<file path="src/rtl/periferico_rx_fifo.sv">
// Receiver for the per_send/per_ack four-phase handshake. Captured words go into a
// DEPTH-entry FIFO that the core drains through a first-word-fall-through valid/ready port.
module periferico_rx_fifo #(
  parameter int DATA_W      = 4,
  parameter int DEPTH       = 4,
  parameter int SYNC_STAGES = 2,
  parameter int FULL_MODE   = 0
) (
  input  logic                         per_clock,
  input  logic                         per_reset,
  input  logic                         per_send,
  output logic                         per_ack,
  input  logic [DATA_W-1:0]            in_per_dados,
  output logic [DATA_W-1:0]            out_data,
  output logic                         out_valid,
  input  logic                         out_ready,
  output logic [$clog2(DEPTH+1)-1:0]   level,
  output logic                         overflow,
  input  logic                         ovf_clr
);

  localparam int AW = $clog2(DEPTH);
  localparam int LW = $clog2(DEPTH + 1);

  typedef enum logic {
    IDLE = 1'b0,
    ACK  = 1'b1
  } state_t;

  state_t                    state_q, state_d;
  logic [SYNC_STAGES-1:0]    sync_q;
  logic                      send_s;
  logic [AW-1:0]             wr_ptr, rd_ptr;
  logic [LW-1:0]             level_q;
  logic [DATA_W-1:0]         last_q;
  logic                      ovf_q;
  logic [DATA_W-1:0]         mem [DEPTH];
  logic                      full, empty, push, pop, drop;

  assign send_s = sync_q[SYNC_STAGES-1];
  assign full   = (level_q == LW'(DEPTH));
  assign empty  = (level_q == '0);
  assign pop    = !empty && out_ready;

  always_comb begin
    // NOTE: every output of this block gets a default first, so no path can infer a latch.
    state_d = state_q;
    push    = 1'b0;
    drop    = 1'b0;
    unique case (state_q)
      IDLE: begin
        if (send_s) begin
          if (!full) begin
            push    = 1'b1;
            state_d = ACK;
          end else if (FULL_MODE != 0) begin
            drop    = 1'b1;
            state_d = ACK;
          end
        end
      end
      ACK: begin
        if (!send_s) state_d = IDLE;
      end
      default: state_d = IDLE;
    endcase
  end

  // NOTE: state registers use non-blocking assignments so every flop samples pre-edge values.
  always_ff @(posedge per_clock or negedge per_reset) begin
    if (!per_reset) begin
      state_q <= IDLE;
      sync_q  <= '0;
      wr_ptr  <= '0;
      rd_ptr  <= '0;
      level_q <= '0;
      last_q  <= '0;
      ovf_q   <= 1'b0;
    end else begin
      state_q <= state_d;
      sync_q  <= {sync_q[SYNC_STAGES-2:0], per_send};
      if (push) wr_ptr <= wr_ptr + AW'(1);
      if (pop) begin
        rd_ptr <= rd_ptr + AW'(1);
        last_q <= mem[rd_ptr];
      end
      unique case ({push, pop})
        2'b10:   level_q <= level_q + LW'(1);
        2'b01:   level_q <= level_q - LW'(1);
        default: level_q <= level_q;
      endcase
      // A drop on the same edge as a clear keeps the flag set.
      if (drop)         ovf_q <= 1'b1;
      else if (ovf_clr) ovf_q <= 1'b0;
    end
  end

  // NOTE: storage has no reset; out_data is masked by last_q while empty, so stale words never show.
  always_ff @(posedge per_clock) begin
    if (push) mem[wr_ptr] <= in_per_dados;
  end

  // While empty, show the last popped word (0 after reset) rather than whatever sits at rd_ptr.
  assign out_data  = empty ? last_q : mem[rd_ptr];
  assign out_valid = !empty;
  assign level     = level_q;
  assign per_ack   = (state_q == ACK);
  assign overflow  = (FULL_MODE != 0) ? ovf_q : 1'b0;

endmodule

</file>
<file path="config.mk">
export PLATFORM = sky130hd
export DESIGN_NAME = periferico_rx_fifo
export DESIGN_NICKNAME = d
export VERILOG_FILES = /design/src/rtl/periferico_rx_fifo.sv
export SDC_FILE = /design/constraint.sdc
export NUM_CORES = 1
export LEC_CHECK = 0
export CAP_MARGIN = 20
export CORE_ASPECT_RATIO = 0.75
export CORE_MARGIN = 2
export CORE_UTILIZATION = 50
export CTS_BUF_LIST = sky130_fd_sc_hd__clkbuf_16
export DETAILED_ROUTE_END_ITERATION = 8
export PLACE_DENSITY = 0.8
export RECOVER_POWER = 25
export SETUP_SLACK_MARGIN = 0.5
export SYNTH_ARGS = -nofsm -noshare
export SYNTH_HDL_FRONTEND = slang
export SYNTH_SLANG_ARGS = --single-unit
export TNS_END_PERCENT = 50
</file>
<file path="constraint.sdc">
create_clock -name per_clock -period 4.2 [get_ports per_clock]
set_input_delay 1.26 -clock per_clock [delete_from_list [all_inputs] [get_ports per_clock]]
set_output_delay 1.26 -clock per_clock [all_outputs]
set_load 0.02 [all_outputs]
</file>
Yosys cells after proc, flatten, opt, wreduce, memory -nomap -nowiden
Memories as Yosys holds them, arrays and structs flattened.
Index checks and enable logic that the tools add are counted.
- flip-flop bits (word level): 14
- latch bits: 0
- RAM bits: 16
- memory bits (read-only): 0
- input port bits: 9
- output and inout port bits: 10
- logic and storage cells: 28
- memories kept: 1
- $add $sub $neg: 4
- multipliers: 0
- divide/modulo/power cells: 0
- $lt $le $gt $ge: 0
- equal/unequal tests: 3
- shift operators: 0
- mux-type cells: 9
- bitwise operators: 1
- reductions and logical operators: 4
- memories (memory ; depth ; bits a word ; rd ports ; clocked after memory_dff ; wr ports ; line ; RTL):
    mem ; 4 ; 4 ; 1 ; 0 ; 1 ; 37 ; logic [DATA_W-1:0] mem [DEPTH];
- operator list (kind ; number):
    $mux 1 ; 6
    $pmux 3 s2 ; 1
    $add 2x1->2 const B ; 2
    $mux 4 ; 1
    $add 3x1->3 const B ; 1
    $eq 3x3->1 const B ; 1
    $logic_not 3->1 ; 1
    $sub 3x1->3 const B ; 1
    $eq 2x1->1 const B ; 1
    $eq 2x2->1 const B ; 1
    $pmux 1 s2 ; 1
    $reduce_bool 2->1 ; 1
    $logic_and 1x1->1 ; 1
    $logic_not 1->1 ; 1
    $not 1->1 ; 1

Longest topological paths before layout
Gate-level depths: netlist (run 1).
- word-level depth: 6
- gate-level depth with buffers: 10
- gate-level depth less buffers: 9

Worst setup path after synthesis (run 1)
No wires, ideal clock.
- kind: input -> register
- from: input port out_ready
- to: register level_q[2], in the netlist level[2]
- setup time: 0.080 ns
- arrival time: 2.636 ns
- required time: 4.120 ns
- setup slack: 1.484 ns
- cell stages on the path: 8
- buffers on the path: 1
- path through: o31a_2 > clkbuf_1 > ha_1 > inv_1 > fa_1 > xor2_1 > nor2_1 > xor2_1
- word-level cells in the longest chain between the ends: 3
- elaborated cells between the ends (all ways): 5
- those cells by class: 2 x eq/ne; 1 x mux; 2 x reduce/logical
- RTL lines (element ; line ; RTL):
    start, declared ; 16 ; input logic out_ready,
    $logic_and 1x1->1 * ; 43 ; assign pop = !empty && out_ready;
    net pop ; 38 ; logic full, empty, push, pop, drop;
    $eq 2x1->1 / $eq 2x2->1 (equally long branches) ; 87 ; unique case ({push, pop})
    $pmux 3 s2 / $reduce_bool 2->1 (equally long branches) ; - ;
    end signal, assigned ; 88 ; 2'b10: level_q <= level_q + LW'(1);
    end signal, assigned ; 89 ; 2'b01: level_q <= level_q - LW'(1);
    end signal, assigned ; 90 ; default: level_q <= level_q;
    end, declared ; 34 ; logic [LW-1:0] level_q;
The timed path passes the listed nets; every way through them passes the cells marked *.
A chain may end at the register's enable or synchronous reset.

Worst setup path in the final report (run 1)
- from: register rd_ptr[0]
- to: output port out_data[2]
- word-level cells in the longest chain between the ends: 2
- RTL lines (element ; line ; RTL):
    start, declared ; 33 ; logic [AW-1:0] wr_ptr, rd_ptr;
    start signal, assigned ; 84 ; rd_ptr <= rd_ptr + AW'(1);
    $mem_v2 4x4 ; - ;
    $mux 4 ; 104 ; assign out_data = empty ? last_q : mem[rd_ptr];
    end, declared ; 14 ; output logic [DATA_W-1:0] out_data,
No other way between the ends.

==> summary.md, run 1 <==
| Metric | Value |
|---|---|
| Post-synth design cell area | between 1000 and 1500 µm² |
| Largest net degree at the start of global routing | 15 |
| Setup Skew | around 0.0058 ns |
| CTS Buf Count | 5 |
| Crit path time final | roughly 3.5 ns |
| Drt wl/cell | roughly 16 µm |
| Total grt overflow | 0 |
| Post CTS Setup Buffer Count | 0 |
| Avg Cell Area, Syn | about 17 µm² |
| Gpl congestion | roughly 0.70 |
| Clock buffer depth | 2 |
| DRC errors left | 0 |
| Arr. time, crit path | about 2.2 ns |
| Most frequent cells in the layout | edfxtp_1 (16), dfrtp_1 (14), clkdlybuf4s50_1 (12), mux2_2 (8), inv_1 (7) |
| EDFF count, synth | 16 |
| Status | complete, no violations |
| Number of port buffers | 16 |
| Hold crit path type | reg -> reg |
| Share of cells above drive strength 1 | 0.235 |
| P_leak | between 0.6 and 0.7 nW |
| Async SR Flop Fraction | 0.467 |
| Worst Max-Slew Pin Slew | between 0.6 and 0.7 ns |
| Total clock sinks | 30 |
| Post-Route WL | between 2000 and 2500 µm |
| PwrDens | a little under 800 nW/µm² |
| Slew Limit Headroom | 0.583 |
| Antenna violations before repair | 0 |
| Final HPWL DP | between 1000 and 1500 µm |
| Number of max-cap violations | 0 |
| Area growth from synthesis to layout | 23.5% |
| Yosys reg bits | 30 |
| Cts-stage hold buffer count | 0 |
| Fin Hold WS | 0.357 ns |
| Worst skew pair latency | 0.27 ns |
| Num ports | 19 |
| Die height | roughly 48 µm |
| Critical Path Fanout Max | 6 |
| Sequential-to-total area share from yosys stat | 0.635 |
| First-pass GRT wire length | approximately 3300 µm |
| Fin crit share | 0.831 |
| Worst-path clk slew | ~0.05 ns |
| Endpoints failing setup | 0 |
| Syn. warnings | 0 |
| Violation count after the first detailed-routing iteration | 16 |
| Leading cell type in the layout, fill and taps excluded | edfxtp_1 |
| Crit-path cells | mux4_2, mux2_2, clkdlybuf4s50_1 |
| Post-synth cell types | 24 |
| Predominant post-synthesis flop cell | edfxtp_1 |
| Die X | 63.1 µm |
| Via count | about 700 |
| Row count | 16 |
| Crit start category | flop |
| Cells after Synth | 79 |
| Crit Path Category | reg -> out |
| Initial core utilization | 0.514 |
| DIE AREA | 3040 µm² |
| FMAX | approximately 0.29 GHz |
| Vias/cell | ~5 |
| Final setup TNS | 0 ns |
| CP required | approximately 3 ns |
| Synth Net Count | 94 |
| Max stage delay on crit path | between 0.5 and 0.6 ns |
| Clock Root Buffer | clkbuf_16 |
| Cell Area, Placed | about 1500 µm² |
| CTS H-Tree Depth | 2 |
| Crit-path slowest cell | mux4_2 |
| CTS tree | done |
| Total GRT Usage | 0.163 |
| Max IR drop VDD | 0.000304 V |
| Drt first pass iters | 4 |
| Core area | about 2500 µm² |
| Unrepaired setup endpoints after global routing | false |
| ANT nets after route | 0 |
| CTS resizes | 0 |
| Post-layout util | 0.635 |
| # diodes | 0 |
| Number of global-route vias before repair | 667 |
| Final hold viol count | 0 |
| Final instance area | between 1500 and 2000 µm² |
| NumNets Final | between 100 and 150 |
| Final Max Slew Viols | 0 |
| Crit. End Element | output pin |
[worst max-delay path: cells and delay by family (launching register included)]
kind / cells / cell delay, ns
flops: 1 / 0.54
buf+inv: 1 / 0.53
mux: 2 / 0.88
[cell usage after synthesis (2+ instances only)]
library cell	count	share of area
and2_2	4	0.023
clkbuf_1	2	0.0057
dfrtp_1	14	0.27
edfxtp_1	16	0.37
ha_1	5	0.048
inv_1	6	0.017
mux2_2	8	0.069
mux4_2	4	0.069
xnor2_1	3	0.020
xor2_1	3	0.020
[sequential cells by signal (all words and copies together), names as in the netlist]
| register | cells |
|---|---|
| rd_ptr | 2 |
| last_q | 4 |
| level | 3 |
| per_ack | 1 |
| sync_q | 2 |
| mem | 16 |
| wr_ptr | 2 |
[final timing paths]
kind	startpoint	end	slack, ns	cells past startpoint
setup / recovery	rd_ptr[0]	out_data[2]	0.71	3
hold / removal	sync_q[0]	sync_q[1]	0.36	0
setup reg to reg	level[0]	level[2]	1.78	9
hold reg to reg	sync_q[0]	sync_q[1]	0.36	0
max in group asynchronous	per_reset	wr_ptr[1]	2.41	1
min in group asynchronous	per_reset	last_q[3]	1.38	1
[metal layers]
layer	part of all wire	global-route usage	vias up	wire length (µm)
met2	0.53	0.289	18	1130
met4	0.021	0.0800	0	44
met5	0	0	-	0
met1	0.40	0.178	346	842
li1	-	-	312	-
met3	0.047	0.0716	4	100
[cells by family (layout without fill, tap and decap cells)]
| group | after synthesis | after routing | synth area share |
|---|---|---|---|
| mux | 14 | 14 | 0.157 |
| other cells | 1 | 1 | 0.00287 |
| buf+inv | 11 | 30 | 0.0411 |
| flops | 30 | 30 | 0.635 |
| xor+xnor | 6 | 6 | 0.0402 |
| fa+ha+maj | 6 | 6 | 0.0632 |
| simple gates | 9 | 9 | 0.0469 |
| compound gates | 2 | 2 | 0.0134 |
[power breakdown]
| group | switching, mW | internal (mW) |
|---|---|---|
| logic | 0.212 | 0.242 |
| registers | 0.0752 | 0.392 |
| clock network | 0.109 | 0.213 |
| total | 0.396 | 0.847 |
[per-stage QoR]
stage	power, mW	setup WS [ns]	instances
2_1_floorplan	0.763	1.48	79
3_3_place_gp	0.897	1.04	126
3_5_place_dp	0.926	0.988	126
4_1_cts	1.26	0.705	134
5_1_grt	1.32	0.639	134
6_report	1.24	0.712	134
[area by class of cell]
cell class / count / area, µm²
clock inverter: 3 / 12.5
timing repair buffer: 16 / 160
inverter: 6 / 22.5
fill: 200 / 927
multi-input combinational: 38 / 419
sequential: 30 / 831
tap: 36 / 45.0
clock buffer: 5 / 125
No activity file was read; power rests on OpenSTA's default activity.
==> inputs of run 2 (changes only) <==
Clock period 4.2 ns to 3.5 ns, I/O delays scaled along.
==> run 2 against run 1 <==
Effect of this change:
- total power grew 19%
- worst setup slack lost 0.28 ns
- sequential power grew 19%
- non-clock buffer count grew 1
- first-iteration DRC count grew 38%
- via count shrank 4.6%
- final area grew 1.1%
- combinational power grew 19%
- clock power grew 20%
- sequential cell count is the same
- critical endpoint is now out_data[1]
- highest routed layer unchanged
==> summary.md, run 2 (synthesis results as in run 1) <==
| Metric | Value |
|---|---|
| Clock buffer depth | 2 |
| Crit Path Category | reg -> out |
| Number of max-cap violations | 0 |
| Violation count after the first detailed-routing iteration | 22 |
| Switching Share | 0.312 |
| Hold crit path type | reg -> reg |
| Number of global-route vias before repair | 674 |
| Num ports | 19 |
| Total power | ~1.5 mW |
| DRC errors left | 0 |
| P_leak | roughly 0.66 nW |
| Setup Skew | between 0.005 and 0.006 ns |
| Logic pwr share | 0.364 |
| Drt wl/cell | 14.9 µm |
| # diodes | 0 |
| Crit-path slowest cell | clkdlybuf4s50_1 |
| Initial core utilization | 0.514 |
| Clock Root Buffer | clkbuf_16 |
| Area growth from synthesis to layout | 24.9% |
| Vias/cell | about 4.8 |
| Final Non-Filler Cells | between 100 and 150 |
| Unrepaired setup endpoints after global routing | true |
| Max stage delay on crit path | 0.53 ns |
| Gpl congestion | about 0.70 |
| Max reg flops | 16 |
| NetSw | about 0.46 mW |
| Most frequent cells in the layout | edfxtp_1 (16), dfrtp_1 (13), mux2_2 (8), clkdlybuf4s50_1 (8), inv_1 (7) |
| First-pass GRT wire length | 3310 µm |
| Total grt overflow | 0 |
| Top reg by flops | mem |
| Critical Path Fanout Max | 4 |
| Final Max Slew Viols | 0 |
| Flop pwr share | 0.374 |
| Int Pwr | just over 1 mW |
| Worst Max-Slew Pin Slew | just over 0.6 ns |
| Final HPWL DP | between 1000 and 1500 µm |
| # fillers | ~200 |
| Final hold viol count | 0 |
| Max IR drop VDD | 0.000330 V |
| Crit path time final | approximately 3 ns |
| Total GRT Usage | 0.160 |
| PwrDens | just over 900 nW/µm² |
| ANT nets after route | 0 |
| Crit. End Element | output pin |
| Crit-path cells | mux4_2, mux2_2, clkdlybuf4s50_1 |
| Core area | 2540 µm² |
| Endpoints failing setup | 0 |
| DIE AREA | between 3000 and 4000 µm² |
| Fin Hold WS | between 0.3 and 0.4 ns |
| Worst path buffer plus inverter count | 1 |
| Row count | 16 |
| Slew Limit Headroom | 0.585 |
| Worst skew pair latency | between 0.2 and 0.3 ns |
| Cts-stage hold buffer count | 0 |
| Largest net degree at the start of global routing | 15 |
| Arr. time, crit path | between 2 and 2.5 ns |
| Status | complete, no violations |
| Critical path's top delay family | multiplexers |
| Drt first pass iters | 2 |
| Final setup TNS | 0 ns |
| CTS Buf Count | 5 |
| Total clock sinks | 30 |
| Die height | 48.3 µm |
| Post-Route WL | 2010 µm |
| Die X | approximately 63 µm |
| CTS H-Tree Depth | 2 |
| Fin crit share | 0.877 |
| NumNets Final | between 100 and 150 |
| CTS tree | done |
| Dpl cells | approximately 130 |
| Via count | 649 |
| Power share of the clock group | 0.261 |
| Worst-path clk slew | around 0.050 ns |
| Number of port buffers | 16 |
| Share of cells above drive strength 1 | 0.273 |
| FMAX | between 0.3 and 0.4 GHz |
| Leading cell type in the layout, fill and taps excluded | edfxtp_1 |
| Crit start category | flop |
| Antenna violations before repair | 0 |
| CP required | 2.45 ns |
-- run 2: power by group through the flow --
stage                     clock network (mW)  logic, mW  registers [mW]
after global routing                   0.410      0.595           0.573
after CTS                              0.394      0.557           0.556
after global placement                     0      0.523           0.553
after floorplan                            0      0.366           0.550
final                                  0.388      0.541           0.555
after detailed placement                   0      0.543           0.564
-- run 2: layer usage --
layer | up-vias | global-route usage | wire length, µm
met5 | - | 0 | 0
met4 | 0 | 0.107 | 53
li1 | 312 | - | -
met3 | 4 | 0.0416 | 55
met1 | 321 | 0.191 | 935
met2 | 12 | 0.274 | 964
-- run 2: worst paths after layout --
kind / startpoint / to / slack (ns) / cells after the start
setup / recovery: rd_ptr[0] / out_data[1] / 0.43 / 3
hold / removal: sync_q[0] / sync_q[1] / 0.35 / 0
setup reg to reg: level[0] / level[2] / 1.12 / 9
hold reg to reg: sync_q[0] / sync_q[1] / 0.35 / 0
max in group asynchronous: per_reset / rd_ptr[0] / 1.89 / 1
min in group asynchronous: per_reset / last_q[1] / 1.17 / 1
-- run 2: worst reg2reg max path: cells and delay by family (launching register included) --
kind          cells  cell delay [ns]
xor+xnor          2             0.32
flops             1             0.44
simple gates      3             0.81
fa+ha+maj         2             0.57
buf+inv           2             0.15
-- run 2: repair_timing --
action / CTS / global route
resized for setup: 4 / 1
buffers inserted: 1 / 0
endpoints found under the setup margin: 4 / 3
pin swaps: 0 / 0
-- run 2: final cells by class --
class	count	area [µm²]	area share
Tap cell	36	45.0	0.0276
Clock buffer	5	125	0.0766
Inverter	6	22.5	0.0138
Sequential cell	30	832	0.510
Timing Repair Buffer	17	168	0.103
Clock inverter	3	12.5	0.00766
Multi-Input combinational cell	38	428	0.262
-- run 2: per-stage QoR --
step           area [µm²]   util  setup slack [ns]
3_3_place_gp         1480  0.583             0.552
6_report             1630  0.642             0.429
5_1_grt              1630  0.642             0.368
4_1_cts              1630  0.641             0.401
2_1_floorplan        1310      -             0.994
3_5_place_dp         1480  0.583             0.523
==> inputs of run 3 (changes only) <==
Clock period 3.5 ns to 3.2 ns, I/O delays scaled along.
==> run 3 against run 2 <==
Effect of this change:
- combinational power grew 11%
- clock skew grew 0.00071 ns
- count of clock-buffer cells in the layout is the same
- non-clock buffer count grew 2
- highest routed layer unchanged
- sequential cell count is the same
==> summary.md, run 3 (synthesis results as in run 1) <==
| Metric | Value |
|---|---|
| Status | complete, no violations |
| Unrepaired setup endpoints after global routing | true |
| DR top layer | met4 |
| Share of cells above drive strength 1 | 0.317 |
| Switching Share | 0.312 |
| Arr. time, crit path | roughly 1.8 ns |
| Flop pwr share | 0.368 |
| Post-Route WL | a little under 2000 µm |
| Logic pwr share | 0.372 |
| Largest net degree at the start of global routing | 15 |
| Max reg flops | 16 |
| Row count | 16 |
| Clock Root Buffer | clkbuf_16 |
| Final setup TNS | 0 ns |
| DRC errors left | 0 |
| Critical path's top delay family | multiplexers |
| Final Max Slew Viols | 0 |
| Core area | 2540 µm² |
| Cell Area, Placed | 1480 µm² |
| NetSw | about 0.5 mW |
| Setup Skew | ~0.0059 ns |
| Post-layout util | 0.640 |
| Register-to-register setup slack | just over 0.8 ns |
| DIE AREA | 3040 µm² |
| Cts-stage hold buffer count | 0 |
| Die height | 48.3 µm |
| Power share of the clock group | 0.260 |
| Leading cell type in the layout, fill and taps excluded | edfxtp_1 |
| Max stage delay on crit path | 0.53 ns |
| PwrDens | 990 nW/µm² |
| Drt wl/cell | between 10 and 15 µm |
| Number of port buffers | 16 |
| Critical Path Fanout Max | 4 |
| Final hold viol count | 0 |
| Crit Path Category | reg -> out |
| CTS Buf Count | 5 |
| Via count | approximately 670 |
| Fin Hold WS | approximately 0.35 ns |
| Total power | 1.61 mW |
| CTS tree | done |
| Int Pwr | approximately 1.1 mW |
| NumNets Final | ~120 |
| Worst skew pair latency | between 0.2 and 0.3 ns |
| Die X | around 63 µm |
| Slew Limit Headroom | 0.568 |
| Most frequent cells in the layout | edfxtp_1 (16), dfrtp_1 (13), inv_1 (9), mux2_2 (8), clkdlybuf4s50_1 (7) |
| Crit start category | flop |
| Hold crit path type | reg -> reg |
| CP required | ~2.2 ns |
| Total GRT Usage | 0.151 |
| # diodes | 0 |
| Final HPWL DP | 1340 µm |
| FMAX | 0.368 GHz |
| Crit path time final | 2.72 ns |
| # fillers | slightly below 200 |
| Initial core utilization | 0.514 |
| P_leak | roughly 0.67 nW |
| Final WS setup | between 0.4 and 0.5 ns |
| Placement Setup Slack | roughly 0.31 ns |
| Worst path buffer plus inverter count | 2 |
| Clock buffer depth | 2 |
| Met2 Wirelength | between 900 and 1000 µm |
| Total grt overflow | 0 |
| Area growth from synthesis to layout | 24.4% |
| ANT nets after route | 0 |
| Worst-path clk slew | roughly 0.050 ns |
| Violation count after the first detailed-routing iteration | 4 |
| Crit. End Element | output pin |
| Gpl congestion | 0.695 |
| Met3 wire length | about 80 µm |
| Worst Max-Slew Pin Slew | around 0.65 ns |
| Number of max-cap violations | 0 |
| CTS H-Tree Depth | 2 |
| First-pass GRT wire length | just over 3000 µm |
| Num ports | 19 |
| Crit-path cells | buf_4, mux4_2, mux2_2, buf_2 |
| Total clock sinks | 30 |
| Crit-path slowest cell | mux4_2 |
| Top reg by flops | mem |
| Antenna violations before repair | 0 |
| Dpl cells | about 130 |
| Max IR drop VDD | approximately 0.00046 V |
| Vias/cell | 4.88 |
| Final Non-Filler Cells | 137 |
| Endpoints failing setup | 0 |
| Number of global-route vias before repair | roughly 660 |
| Drt first pass iters | 4 |
| Fin crit share | 0.849 |
| Routed length on met1 | between 800 and 900 µm |
| Final instance area | between 1500 and 2000 µm² |
-- run 3: what timing repair did --
action,4_1_cts,5_1_grt
cloned,0,0
setup buffers,3,0
pin swaps,0,0
gates resized for setup,12,4
endpoints found under the setup margin,5,5
-- run 3: path summary, 6_finish.rpt --
check / startpoint / cells after the start / to
max in group asynchronous: per_reset / 1 / rd_ptr[0]
worst min-delay path: sync_q[0] / 0 / sync_q[1]
worst min register to register: sync_q[0] / 0 / sync_q[1]
min in group asynchronous: per_reset / 1 / last_q[3]
worst max-delay path: rd_ptr[0] / 4 / out_data[2]
worst max register to register: level[0] / 9 / level[2]
-- run 3: layer usage --
metal  vias up  track usage
met2        18        0.251
met5         -            0
li1        314            -
met1       329        0.167
met3         7       0.0508
met4         0        0.133
-- run 3: area by class of cell --
class                           count  area [µm²]  area share
Clock buffer                        5         125      0.0769
Clock inverter                      3        11.3     0.00692
Inverter                            6        22.5      0.0138
Multi-Input combinational cell     38         428       0.263
Sequential cell                    30         832       0.512
Tap cell                           36        45.0      0.0277
Timing Repair Buffer               19         163       0.100
-- run 3: power groups by stage --
stage | sequential, mW | combinational, mW | clock, mW
2_1_floorplan | 0.602 | 0.400 | 0
3_3_place_gp | 0.605 | 0.572 | 0
3_5_place_dp | 0.613 | 0.597 | 0
4_1_cts | 0.594 | 0.617 | 0.428
5_1_grt | 0.610 | 0.660 | 0.447
6_report | 0.593 | 0.599 | 0.418
